**src/rtl/uart_tx_mmio.sv**
```systemverilog
// Memory-mapped UART transmitter: 4-word I/O window, byte FIFO, 8N1 serialiser (8E1 with parity option).
// Latency: register reads return exactly 1 cycle after the address; a queued byte starts its frame 1 cycle after reaching the FIFO head.
// Backpressure: none to the CPU; a TXDATA write while the FIFO is full is dropped and counted in DROPS.
//
// Ports:
//   clock               system clock, rising edge
//   reset               asynchronous active-low reset
//   memory_address      CPU word address (snooped)
//   memory_write_enable CPU write strobe (snooped)
//   memory_write_data   CPU write data (snooped); only [7:0] is used, as TXDATA
//   io_read_data        registered read data for the previous cycle's address
//   io_selected         registered window hit for the previous cycle's address
//   uart_tx             serial line, idles high
//
// Build option: define UART_TX_PARITY_EN to add an even-parity bit between the
// data bits and the stop bit; STATUS bit 3 then reads 1.
module uart_tx_mmio #(
    parameter logic [15:0] BASE_ADDRESS    = 16'hFFF0,
    parameter int unsigned CLOCKS_PER_BIT  = 434,
    parameter int unsigned FIFO_DEPTH_LOG2 = 3
) (
    input  logic        clock,
    input  logic        reset,
    input  logic [15:0] memory_address,
    input  logic        memory_write_enable,
    input  logic [15:0] memory_write_data,
    output logic [15:0] io_read_data,
    output logic        io_selected,
    output logic        uart_tx
);
    localparam int unsigned DEPTH = 1 << FIFO_DEPTH_LOG2;
    localparam int          CW    = FIFO_DEPTH_LOG2 + 1;
    localparam int          BW    = $clog2(CLOCKS_PER_BIT);
    localparam logic [BW-1:0] BAUD_LAST = BW'(CLOCKS_PER_BIT - 1);

`ifdef UART_TX_PARITY_EN
    localparam logic PARITY_EN = 1'b1;
    typedef enum logic [2:0] {S_IDLE, S_START, S_DATA, S_PARITY, S_STOP} state_t;
`else
    localparam logic PARITY_EN = 1'b0;
    typedef enum logic [2:0] {S_IDLE, S_START, S_DATA, S_STOP} state_t;
`endif

    // Address decode
    logic       hit;
    logic [1:0] offset;
    logic       wr_txdata, wr_drops;
    assign hit       = (memory_address[15:2] == BASE_ADDRESS[15:2]);
    assign offset    = memory_address[1:0];
    assign wr_txdata = hit && memory_write_enable && (offset == 2'd0);
    assign wr_drops  = hit && memory_write_enable && (offset == 2'd2);

    // Only the low byte of a TXDATA write carries payload.
    logic unused_wdata_hi;
    assign unused_wdata_hi = ^memory_write_data[15:8];

    // FIFO state
    logic [7:0]                 mem_q [DEPTH];
    logic [FIFO_DEPTH_LOG2-1:0] wr_ptr_q, rd_ptr_q;
    logic [CW-1:0]              count_q;
    logic                       fifo_full, fifo_empty, push, pop, drop;

    // TX FSM state
    state_t        state_q;
    logic [BW-1:0] baud_q;
    logic [2:0]    bit_idx_q;
    logic [7:0]    shift_q;
    logic          tx_q;
    logic          baud_last, busy;

    logic [15:0] drops_q;
    logic [15:0] rd_val;
    logic [15:0] io_read_data_q;
    logic        io_selected_q;

    // Full is judged on the pre-edge count, so a write on a pop cycle from a
    // full FIFO is still dropped.
    assign fifo_full  = (count_q == CW'(DEPTH));
    assign fifo_empty = (count_q == '0);
    assign push       = wr_txdata && !fifo_full;
    assign drop       = wr_txdata && fifo_full;
    assign pop        = (state_q == S_IDLE) && !fifo_empty;
    assign baud_last  = (baud_q == BAUD_LAST);
    assign busy       = (state_q != S_IDLE);

    always_ff @(posedge clock) begin
        if (push) mem_q[wr_ptr_q] <= memory_write_data[7:0];
    end

    always_ff @(posedge clock or negedge reset) begin
        if (!reset) begin
            wr_ptr_q <= '0;
            rd_ptr_q <= '0;
            count_q  <= '0;
        end else begin
            if (push) wr_ptr_q <= wr_ptr_q + 1'b1;
            if (pop)  rd_ptr_q <= rd_ptr_q + 1'b1;
            if (push && !pop)      count_q <= count_q + CW'(1);
            else if (pop && !push) count_q <= count_q - CW'(1);
        end
    end

    always_ff @(posedge clock or negedge reset) begin
        if (!reset) begin
            drops_q <= '0;
        end else if (wr_drops) begin
            drops_q <= '0;
        end else if (drop && (drops_q != 16'hFFFF)) begin
            drops_q <= drops_q + 16'd1;
        end
    end

`ifdef UART_TX_PARITY_EN
    logic parity_q;
`endif

    // Serialiser. uart_tx is registered, so each transition loads the value
    // for the state being entered.
    always_ff @(posedge clock or negedge reset) begin
        if (!reset) begin
            state_q   <= S_IDLE;
            baud_q    <= '0;
            bit_idx_q <= '0;
            shift_q   <= '0;
            tx_q      <= 1'b1;
`ifdef UART_TX_PARITY_EN
            parity_q  <= 1'b0;
`endif
        end else begin
            case (state_q)
                S_IDLE: begin
                    tx_q <= 1'b1;
                    if (!fifo_empty) begin
                        shift_q <= mem_q[rd_ptr_q];
                        baud_q  <= '0;
                        state_q <= S_START;
                        tx_q    <= 1'b0;
`ifdef UART_TX_PARITY_EN
                        parity_q <= ^mem_q[rd_ptr_q];
`endif
                    end
                end
                S_START: begin
                    if (baud_last) begin
                        baud_q    <= '0;
                        bit_idx_q <= '0;
                        state_q   <= S_DATA;
                        tx_q      <= shift_q[0];
                    end else begin
                        baud_q <= baud_q + BW'(1);
                    end
                end
                S_DATA: begin
                    if (baud_last) begin
                        baud_q  <= '0;
                        shift_q <= shift_q >> 1;
                        if (bit_idx_q == 3'd7) begin
`ifdef UART_TX_PARITY_EN
                            state_q <= S_PARITY;
                            tx_q    <= parity_q;
`else
                            state_q <= S_STOP;
                            tx_q    <= 1'b1;
`endif
                        end else begin
                            bit_idx_q <= bit_idx_q + 3'd1;
                            // Next bit is shift_q[1] before this edge's shift lands.
                            tx_q      <= shift_q[1];
                        end
                    end else begin
                        baud_q <= baud_q + BW'(1);
                    end
                end
`ifdef UART_TX_PARITY_EN
                S_PARITY: begin
                    if (baud_last) begin
                        baud_q  <= '0;
                        state_q <= S_STOP;
                        tx_q    <= 1'b1;
                    end else begin
                        baud_q <= baud_q + BW'(1);
                    end
                end
`endif
                S_STOP: begin
                    if (baud_last) begin
                        baud_q  <= '0;
                        state_q <= S_IDLE;
                        tx_q    <= 1'b1;
                    end else begin
                        baud_q <= baud_q + BW'(1);
                    end
                end
                default: begin
                    state_q <= S_IDLE;
                    tx_q    <= 1'b1;
                end
            endcase
        end
    end

    // Read mux uses pre-edge register values.
    always_comb begin
        rd_val = 16'h0000;
        case (offset)
            2'd1:    rd_val = {8'h00, 4'(count_q), PARITY_EN, busy, fifo_empty, fifo_full};
            2'd2:    rd_val = drops_q;
            default: rd_val = 16'h0000;
        endcase
    end

    always_ff @(posedge clock or negedge reset) begin
        if (!reset) begin
            io_selected_q  <= 1'b0;
            io_read_data_q <= '0;
        end else begin
            io_selected_q  <= hit;
            io_read_data_q <= hit ? rd_val : 16'h0000;
        end
    end

    assign io_read_data = io_read_data_q;
    assign io_selected  = io_selected_q;
    assign uart_tx      = tx_q;
endmodule

```
**config.mk**
```make
export PLATFORM = sky130hd
export DESIGN_NAME = uart_tx_mmio
export DESIGN_NICKNAME = d
export VERILOG_FILES = /design/src/rtl/uart_tx_mmio.sv
export SDC_FILE = /design/constraint.sdc
export NUM_CORES = 1
export LEC_CHECK = 0
export BUFFER_PORTS_ARGS = -buffer_cell sky130_fd_sc_hd__buf_2
export CAP_MARGIN = 20
export CORE_ASPECT_RATIO = 2
export CORE_MARGIN = 4
export CORE_UTILIZATION = 30
export CTS_CLUSTER_DIAMETER = 200
export CTS_CLUSTER_SIZE = 30
export DETAILED_ROUTE_END_ITERATION = 8
export PLACE_DENSITY = 0.49
export SLEW_MARGIN = 20
export SYNTH_ARGS = -nofsm -noshare
export SYNTH_HDL_FRONTEND = slang
export SYNTH_SLANG_ARGS = --single-unit
```
**constraint.sdc**
```tcl
create_clock -name clock -period 5.38 [get_ports clock]
set_clock_uncertainty 0.1 [all_clocks]
set_input_delay 0.807 -clock clock [delete_from_list [all_inputs] [get_ports clock]]
set_output_delay 0.807 -clock clock [all_outputs]
set_load 0.01 [all_outputs]
```
==> summary.txt, run 1 <==
Pwr
  • Register share of total power: 48.5%
  • Switching share of total power: 21.34%
  • Net Sw Power: 459.3 µW
  • Clock share of power: 49.8%
  • Comb power frac: 1.6%
  • Max VDD drop: 0.0002303 V
  • Pleak: 0.002724 µW
  • Int Power: 1693 µW
  • PwrDens: 315.0 mW/mm²

Job
  • Max_cap viols: 0

Placed design
  • Final HPWL DP: 8.758 mm
  • Gpl congestion: 0.7776
  • DP Area: 0.006287 mm²
  • Port buffer count: 44
  • Dpl ws: 1.566 ns
  • Inst Count DP: 721

STA
  • Final min period: 3.319 ns
  • Hold Fails Final Rpt: 0
  • Max-slew violation count: 0
  • RSZ-0062 raised after global routing: false
  • Final setup fails: 0
  • Min setup slack post-route: 2.061 ns
  • Peak Freq: 301.3 MHz
  • Sum Neg Setup Slack: 0 ns
  • Slew Limit Headroom: 32.58%
  • Least-Margin Pin Slew: 1.008 ns
  • Fin crit share: 61.68%

Synthesis
  • Ys flop type: dfrtp_1
  • Async SR Flop Fraction: 50.77%
  • Post-synthesis net count: 488
  • Yosys reg bits: 130
  • Post-Syn Area: 0.005776 mm²
  • Synth top area cells: edfxtp_1 (33%), dfrtp_1 (28%), mux4_2 (6.2%), ha_1 (3.9%), o21ai_0 (3.4%)
  • EDFF count, synth: 64
  • Register area share after synthesis: 61.89%
  • Cells after synthesis: 434
  • Synth Warn #: 0
  • Yosys top cell by area: edfxtp_1
  • Syn Area/Cell: 13.31 µm²
  • Share of the synthesized area in the top cell type: 33.28%
  • Synth cell types: 56

Worst setup path
  • Crit start category: input pin
  • RR Startpoint: count_q[1]
  • CP endpoint kind: flip-flop
  • Crit path max fanout: 8
  • Worst EP required: 5.57 ns
  • Critical path origin: memory_address[0]
  • CP arrival: 3.51 ns
  • Critical path class: in -> reg

Run status
  • Outcome: completed

Layout
  • Multi-input logic area: 0.002117 mm²
  • Final #Nets: 539
  • Diodes inserted: 0
  • Post-Layout Cell Count: 753
  • Commonest non-fill, non-tap cell in the layout: dfrtp_1
  • Final Instance Area: 0.006834 mm²
  • Fillers: 1881
  • Flip-flop and latch area: 0.003575 mm²
  • Commonest non-fill, non-tap cells in the layout: dfrtp_1 (65), edfxtp_1 (64), buf_2 (44)
  • Post-layout util: 36.29%
  • Synthesis-to-layout area growth: 18.33%
  • Share of post-route cells with drive strength above 1: 21.08%

Clocking
  • Clock sink total: 130
  • Post-CTS setup buffers: 0
  • Resized cells post-CTS: 0
  • CTS H-tree lvls: 4
  • CTS tree: yes
  • Skew-Pair Late Insertion Delay: 0.41 ns
  • Clock root cell: clkbuf_16
  • CTS Buffer Depth: 2
  • Clock transition at path regs: 0.06 ns
  • CTS Buf Count: 17
  • Hold Buf Count CTS: 0

GRT
  • Largest net degree at the start of global routing: 67
  • Antenna violations before repair: 0
  • Global route overflow: 0
  • First-pass GRT wire length: 19.97 mm
  • GRT Total Usage: 12.13%
  • Vias in the first global route: 3791

Floorplanning
  • DIE HEIGHT: 204.2 µm
  • Die Outline Area: 0.02167 mm²
  • IO Count: 53
  • Die Width: 106.1 µm
  • Rows: 71
  • Total core area: 0.01883 mm²
  • Initial cell density of the core: 30.67%

Routing
  • Via count: 3646
  • Met3 wire len: 295 µm
  • WL met1: 4.662 mm
  • Wire per inst: 16.48 µm
  • Detailed-router iteration count before antenna repair: 6
  • Top sig layer: met4
  • Antenna viol nets, final: 0
  • Initial DRC count: 157
  • Via/cell ratio: 4.842
  • # DRC: 0
  • WL met2: 7.172 mm
  • Final WL: 12.41 mm

Hold path
  • Hold Startpoint: shift_q[2]
  • HP Class: reg -> reg
## metrics by stage
stage / power (µW) / hold slack, ns
floorplan: 1071 / 0.3432
global placement: 1099 / 0.3642
detailed placement: 1101 / 0.3758
CTS: 2185 / 0.3887
global route: 2228 / 0.4179
finish: 2153 / 0.3821
## area by class of cell
| class | count | share of cell area, % |
|---|---|---|
| Sequential cell | 130 | 52.31 |
| Tap cell | 255 | 4.669 |
| Inverter | 9 | 0.4943 |
| Multi-Input combinational cell | 280 | 30.98 |
| Clock buffer | 21 | 6.445 |
| Clock inverter | 11 | 1.556 |
| Timing Repair Buffer | 47 | 3.552 |
## power by group through the flow
stage / combinational (µW) / clock [µW] / sequential [µW]
CTS: 36.8 / 1100 / 1040
detailed placement: 36.8 / 0 / 1060
global placement: 35.0 / 0 / 1060
floorplan: 6.54 / 0 / 1060
global route: 40.2 / 1140 / 1040
finish: 34.7 / 1070 / 1050
## critical path: stages
cell	delay [ns]
buf_2	0.11
inv_1	0.07
ha_1	0.23
nand4_1	0.10
or4_1	0.56
nor2_1	0.32
ha_1	0.24
inv_1	0.09
ha_1	0.28
a21o_1	0.18
a21oi_1	0.17
xnor2_1	0.14
nor2_1	0.07
xor2_1	0.15
## sequential cells by signal, summed over array words and instances, names as in the netlist, 3 cells and up
signal / cells
count_q: 4
bit_idx_q: 3
shift_q: 8
baud_q: 9
rd_ptr_q: 3
drops_q: 16
io_read_data: 16
wr_ptr_q: 3
mem_q: 64
## cell usage after synthesis (2+ instances only)
library cell   n
a22o_1         2
nor2_1        30
mux4_2        16
dfrtp_1       65
buf_2          2
nand2b_1       4
nand4_1        8
or3_1         10
o21ai_0       39
mux2_2         4
a21o_1         2
clkbuf_1      10
xor2_1         4
buf_1          2
ha_1          18
a21oi_1       10
a22oi_1        9
nand3_1        5
nor3b_1        2
nor4bb_1       2
edfxtp_1      64
and3_1        19
nand2_1       36
o31ai_1        2
nor4_1         6
nor3_1         5
xnor2_1       11
inv_1          8
and2_1         2
mux2i_1       11
## path summary, 6_finish.rpt
path | to | slack [ns] | depth (start not counted)
max in group asynchronous | shift_q[5] | 4.12 | 2
setup reg to reg | count_q[3] | 2.30 | 10
min in group asynchronous | drops_q[14] | 0.46 | 2
setup / recovery | count_q[3] | 2.06 | 14
hold / removal | shift_q[2] | 0.38 | 2
hold reg to reg | shift_q[2] | 0.38 | 2
## cells by family after synthesis
kind of cell | after synthesis | synth area share, %
buffers and inverters | 24 | 1.625
DFF | 130 | 61.89
and+or+nand+nor | 142 | 13.58
AOI/OAI and AO/OA | 73 | 7.452
muxes | 31 | 8.926
adders and majority gates | 19 | 4.246
xor gates and xnor gates | 15 | 2.275
## per-layer routing
metal / vias up / GRT usage, %
met1: 1838 / 12.15
li1: 1732 / -
met2: 57 / 23.34
met3: 19 / 2.656
met5: - / 0
met4: 0 / 5.419
No activity file was read; power rests on OpenSTA's default activity.
==> run 2, diff against run 1 <==
ABC_AREA = 1   (was not set)
clock period = 3.2 ns   (was 5.38 ns; I/O delays follow)
==> run 2 against run 1 <==
  * Area after synthesis increased by 6.9%
  * First-iteration DRC count increased by 63%
  * Largest cell class unchanged
  * Register-to-register slack got worse by 1.5 ns
  * Via count increased by 27%
  * Highest routed layer unchanged
  * Synthesized cell count increased by 48%
  * Count of clock-buffer cells in the layout increased by 1
==> summary.txt, run 2 <==
Placed design
  • Gpl congestion: 0.7953
  • Port buffer count: 44
  • DP Area: 0.006721 mm²
  • Final HPWL DP: 10.57 mm

Layout
  • Commonest non-fill, non-tap cell in the layout: nand2_1
  • Final Instance Area: 0.007321 mm²
  • Diodes inserted: 0
  • Final #Nets: 753
  • Synthesis-to-layout area growth: 18.54%
  • Max FFs per register: 64
  • Register name with the most flops: mem_q
  • Commonest non-fill, non-tap cells in the layout: nand2_1 (146), nor2_1 (80), nand3_1 (70)
  • Fillers: 2087
  • Share of post-route cells with drive strength above 1: 15.17%

Clocking
  • Clock sink total: 130
  • Skew-Pair Late Insertion Delay: 0.42 ns
  • Hold Buf Count CTS: 0
  • Resized cells post-CTS: 0
  • CTS tree: yes
  • Clock root cell: clkbuf_16
  • CTS Buffer Depth: 2
  • Post-CTS setup buffers: 0
  • Clock transition at path regs: 0.06 ns
  • CTS H-tree lvls: 4
  • CTS Buf Count: 17

Worst setup path
  • Critical path class: reg -> reg
  • Worst reg2reg setup slack: 0.80 ns
  • CP arrival: 2.65 ns
  • R2r worst-path depth: 12
  • Most used cell, CP: ha_1
  • Crit path largest cell delay: 0.42 ns
  • Crit start category: flip-flop
  • Crit-path cells: inv_1 > ha_1 > buf_4 > nand2_4 > ha_1 > inv_1 > ha_1 > a21o_1 > a21oi_1 > xor2_1 > nand2_1 > nand2_1
  • RR Startpoint: state_q[0]
  • Crit path max fanout: 7
  • Reg-to-reg endpoint: count_q[3]
  • Critical path origin: state_q[0]
  • Worst EP required: 3.45 ns
  • Critical-path top delay cell: dfrtp_1
  • CP endpoint kind: flip-flop
  • CP endpoint: count_q[3]

GRT
  • Global routing's busiest layer: met2
  • Largest net degree at the start of global routing: 67
  • GRT Total Usage: 13.62%
  • Met2 usage: 25.83%
  • Global Route met3 Usage: 2.661%
  • First-pass GRT wire length: 24.07 mm
  • GRT met1 Usage: 13.53%
  • Antenna violations before repair: 0
  • Global route overflow: 0
  • Vias in the first global route: 4817

Routing
  • Antenna viol nets, final: 0
  • Detailed-router iteration count before antenna repair: 5
  • # DRC: 0
  • Initial DRC count: 256
  • Final WL: 14.79 mm
  • Via count: 4627
  • Via/cell ratio: 4.731
  • Wire per inst: 15.12 µm

STA
  • Final min period: 2.397 ns
  • RSZ-0062 raised after global routing: false
  • Peak Freq: 417.2 MHz
  • Hold Fails Final Rpt: 0
  • Max-slew violation count: 0
  • Least-Margin Pin Slew: 0.9010 ns
  • Min Hold Slack: 0.1663 ns
  • Final setup fails: 0
  • Slew Limit Headroom: 39.87%
  • Sum Neg Setup Slack: 0 ns
  • Fin crit share: 74.90%

Run status
  • Outcome: completed

Job
  • Max_cap viols: 0

Synthesis
  • Top-count cell post-synth: nand2_1
  • Synth cell types: 39
  • Yosys reg bits: 130
  • Post-Syn Area: 0.006176 mm²
  • Post-synthesis net count: 695
  • Ys flop type: dfrtp_1
  • Share of the synthesized area in the top cell type: 31.12%
  • Async SR Flop Fraction: 50.77%
  • Most frequent cells after synthesis: nand2_1 (146), nor2_1 (80), nand3_1 (70), dfrtp_1 (65), edfxtp_1 (64)
  • Synth top area cells: edfxtp_1 (31%), dfrtp_1 (26%), nand2_1 (8.9%), nand3_1 (5.7%), nor2_1 (4.9%)
  • Register area share after synthesis: 57.88%
  • EDFF count, synth: 64
  • Cells after synthesis: 641
  • Syn Area/Cell: 9.635 µm²
  • Yosys top cell by area: edfxtp_1
  • Synth Warn #: 0

Pwr
  • Max VDD drop: 0.0002997 V
  • Pleak: 0.003213 µW
  • Tot Pwr: 3753 µW
  • PwrDens: 512.6 mW/mm²

Floorplanning
  • Die Width: 109.5 µm
  • Rows: 74
  • DIE HEIGHT: 210.9 µm
  • IO Count: 53
  • Die Outline Area: 0.02309 mm²
  • Total core area: 0.02037 mm²
  • Initial cell density of the core: 30.32%

Hold path
  • HP Class: in -> async
[run 2: cell count changes after synthesis, sizes merged, moves of 8 or more]
cell / delta
nand2: +112
nor2: +55
o22ai: +10
inv: +48
mux2i: -11
buf: +10
and3: -19
a21oi: +8
nand3: +69
or3: -11
a22oi: -8
mux4: -16
xor2: +14
[run 2: critical path, delay by kind of cell (launching register included)]
| family | cells | cell delay, ns |
|---|---|---|
| AOI/OAI and AO/OA | 2 | 0.33 |
| adders and majority gates | 3 | 0.69 |
| and+or+nand+nor | 3 | 0.27 |
| buffers and inverters | 3 | 0.36 |
| DFF | 1 | 0.42 |
| xor gates and xnor gates | 1 | 0.16 |
[run 2: worst min-delay path by stage]
stage	startpoint	slack, ns	to	cells past startpoint
2_1_floorplan	reset	0.08	baud_q[0]	0
3_3_place_gp	shift_q[6]	0.36	shift_q[6]	2
3_5_place_dp	shift_q[0]	0.37	shift_q[0]	2
4_1_cts	reset	0.20	io_read_data[12]	2
5_1_grt	reset	0.24	io_read_data[12]	2
6_report	reset	0.17	io_read_data[9]	2
[run 2: layer usage]
metal / vias to the layer above / wire [µm]
met1: 2245 / 5526
met2: 97 / 8319
met5: - / 0
met4: 0 / 569
met3: 37 / 370
li1: 2248 / -
[run 2: where the power goes]
group          switching, µW  internal [µW]
Combinational           42.1           17.4
Clock                    729           1210
Sequential            0.0820           1760
Total                    771           2980
[run 2: final cells by class]
class	instances	area (µm²)	share of cell area, %
clock buffer	22	506.7	6.922
clock inverter	10	92.59	1.265
inverter	58	217.7	2.974
multi-input combinational	435	2278	31.12
sequential	130	3575	48.83
tap	266	332.8	4.546
timing repair buffer	57	317.8	4.341
[run 2: logic make-up after synthesis]
| kind of cell | after synthesis | synth area share, % |
|---|---|---|
| adders and majority gates | 19 | 3.971 |
| and+or+nand+nor | 320 | 23.12 |
| buffers and inverters | 76 | 5.227 |
| xor gates and xnor gates | 22 | 3.120 |
| AOI/OAI and AO/OA | 74 | 6.686 |
| DFF | 130 | 57.88 |
[run 2: per-stage QoR]
step	cells	worst slack [ns]	util, %
floorplan	641	0.8312	-
global placement	946	0.5182	33.00
detailed placement	946	0.4696	33.00
CTS	978	0.7847	35.94
global route	978	0.6140	35.94
finish	978	0.8031	35.94
==> run 3, diff against run 2 <==
PLACE_DENSITY = 0.5   (was 0.49)
clock period = 2 ns   (was 3.2 ns; I/O delays follow)
==> run 3 against run 2 <==
  * Routed wire length is 1.4% higher
  * Via count grew 1.4%
  * Cell area increased by 5.1%
  * Largest cell class unchanged
==> summary.txt, run 3 (synthesis results as in run 2) <==
Routing
  • Initial DRC count: 241
  • Antenna viol nets, final: 0
  • Wire per inst: 14.80 µm
  • Met3 wire len: 356 µm
  • # DRC: 0
  • Detailed-router iteration count before antenna repair: 5
  • Top sig layer: met4
  • Final WL: 14.99 mm
  • Via/cell ratio: 4.634
  • Via count: 4694
  • WL met1: 5.478 mm
  • WL met2: 8.632 mm

Layout
  • Register name with the most flops: mem_q
  • Share of post-route cells with drive strength above 1: 20.21%
  • Max FFs per register: 64
  • Commonest non-fill, non-tap cells in the layout: nand2_1 (145), nor2_1 (79), nand3_1 (70)
  • Diodes inserted: 0
  • Commonest non-fill, non-tap cell in the layout: nand2_1
  • Synthesis-to-layout area growth: 24.53%
  • Final Instance Area: 0.007691 mm²
  • Final #Nets: 788

GRT
  • Global route overflow: 0
  • First-pass GRT wire length: 24.25 mm
  • Largest net degree at the start of global routing: 67
  • Vias in the first global route: 4859
  • Antenna violations before repair: 0
  • GRT Total Usage: 13.80%

Clocking
  • Skew-Pair Late Insertion Delay: 0.41 ns
  • Clock root cell: clkbuf_16
  • CTS Buf Count: 17
  • CTS H-tree lvls: 4
  • CTS Buffer Depth: 2
  • CTS tree: yes
  • Clock transition at path regs: 0.06 ns
  • Clock sink total: 130

STA
  • Peak Freq: 524.0 MHz
  • Fin crit share: 95.42%
  • Sum Neg Setup Slack: 0 ns
  • Least-Margin Pin Slew: 0.3915 ns
  • Max-slew violation count: 0
  • Hold Fails Final Rpt: 0
  • Final setup fails: 0
  • Min Hold Slack: 0.06411 ns
  • RSZ-0062 raised after global routing: true
  • Slew Limit Headroom: 73.90%
  • Final min period: 1.908 ns

Floorplanning
  • Initial cell density of the core: 30.32%
  • IO Count: 53
  • Die Width: 109.5 µm
  • Die Outline Area: 0.02309 mm²
  • Rows: 74
  • DIE HEIGHT: 210.9 µm
  • Total core area: 0.02037 mm²

Worst setup path
  • Crit path max fanout: 3
  • CP arrival: 2.16 ns
  • CP endpoint kind: flip-flop
  • Crit start category: flip-flop
  • R2r worst-path depth: 12
  • Worst EP required: 2.25 ns
  • Critical path class: reg -> reg

Pwr
  • Max VDD drop: 0.0005374 V
  • PwrDens: 790.3 mW/mm²
  • Clock share of power: 51.9%
  • Switching share of total power: 20.24%
  • Comb power frac: 1.9%
  • Pleak: 0.003385 µW
  • Net Sw Power: 1230 µW
  • Register share of total power: 46.3%
  • Tot Pwr: 6078 µW
  • Int Power: 4848 µW

Placed design
  • Final HPWL DP: 11.09 mm
  • Port buffer count: 44
  • DP Area: 0.007042 mm²
  • Gpl congestion: 0.8101

Hold path
  • Hold Crit Depth: 1
  • HP Class: in -> reg

Job
  • Max_cap viols: 0

Run status
  • Outcome: completed
## run 3: metal layers
metal / GRT usage [%] / up-vias
li1: - / 2323
met1: 13.54 / 2256
met2: 26.46 / 85
met3: 2.631 / 30
met4: 6.888 / 0
met5: 0 / -
## run 3: final cells by class
cell class / count / area, µm²
sequential: 130 / 3575
tap: 266 / 332.8
timing repair buffer: 92 / 620.6
multi-input combinational: 435 / 2341
clock inverter: 13 / 158.9
fill: 2033 / 12680
clock buffer: 19 / 442.9
inverter: 58 / 220.2
## run 3: timing repair
item	CTS	global route
endpoints found under the setup margin	1	1
pin swaps	0	3
endpoints found under the hold margin	65	0
gates resized for setup	2	3
setup buffers	0	2
hold buffers	1	0
## run 3: final timing paths
path,to,from,slack [ns]
min in group asynchronous,io_read_data[15],reset,0.33
max in group asynchronous,uart_tx,reset,1.14
setup / recovery,count_q[3],count_q[0],0.09
setup reg to reg,count_q[3],count_q[0],0.09
hold / removal,mem_q[5][1],memory_write_data[1],0.06
hold reg to reg,bit_idx_q[1],bit_idx_q[1],0.40
## run 3: power groups by stage
| stage | Sequential, µW | Combinational [µW] | Clock, µW |
|---|---|---|---|
| 6_report | 2810 | 114 | 3150 |
| 5_1_grt | 2810 | 132 | 3340 |
| 4_1_cts | 2810 | 120 | 3230 |
| 3_5_place_dp | 2860 | 118 | 0 |
| 3_3_place_gp | 2860 | 114 | 0 |
| 2_1_floorplan | 2860 | 22.4 | 0 |
## run 3: per-stage QoR
stage	utilization (%)	worst slack, ns	std cells
2_1_floorplan	-	0.007319	641
3_3_place_gp	34.57	-0.1959	978
3_5_place_dp	34.57	-0.2692	978
4_1_cts	37.61	0.001506	1011
5_1_grt	37.76	-0.02740	1013
6_report	37.76	0.09156	1013
## run 3: critical path, stage by stage, from the launching register on
cell and delay (ns):
dfrtp_1 0.40, nor2_4 0.14, nand3_2 0.11, nand2_2 0.08, inv_2 0.05, ha_4 0.16, inv_4 0.06, ha_4 0.18
a21o_1 0.16, a21oi_2 0.13, xor2_1 0.15, nand2_1 0.07, nand2_1 0.05
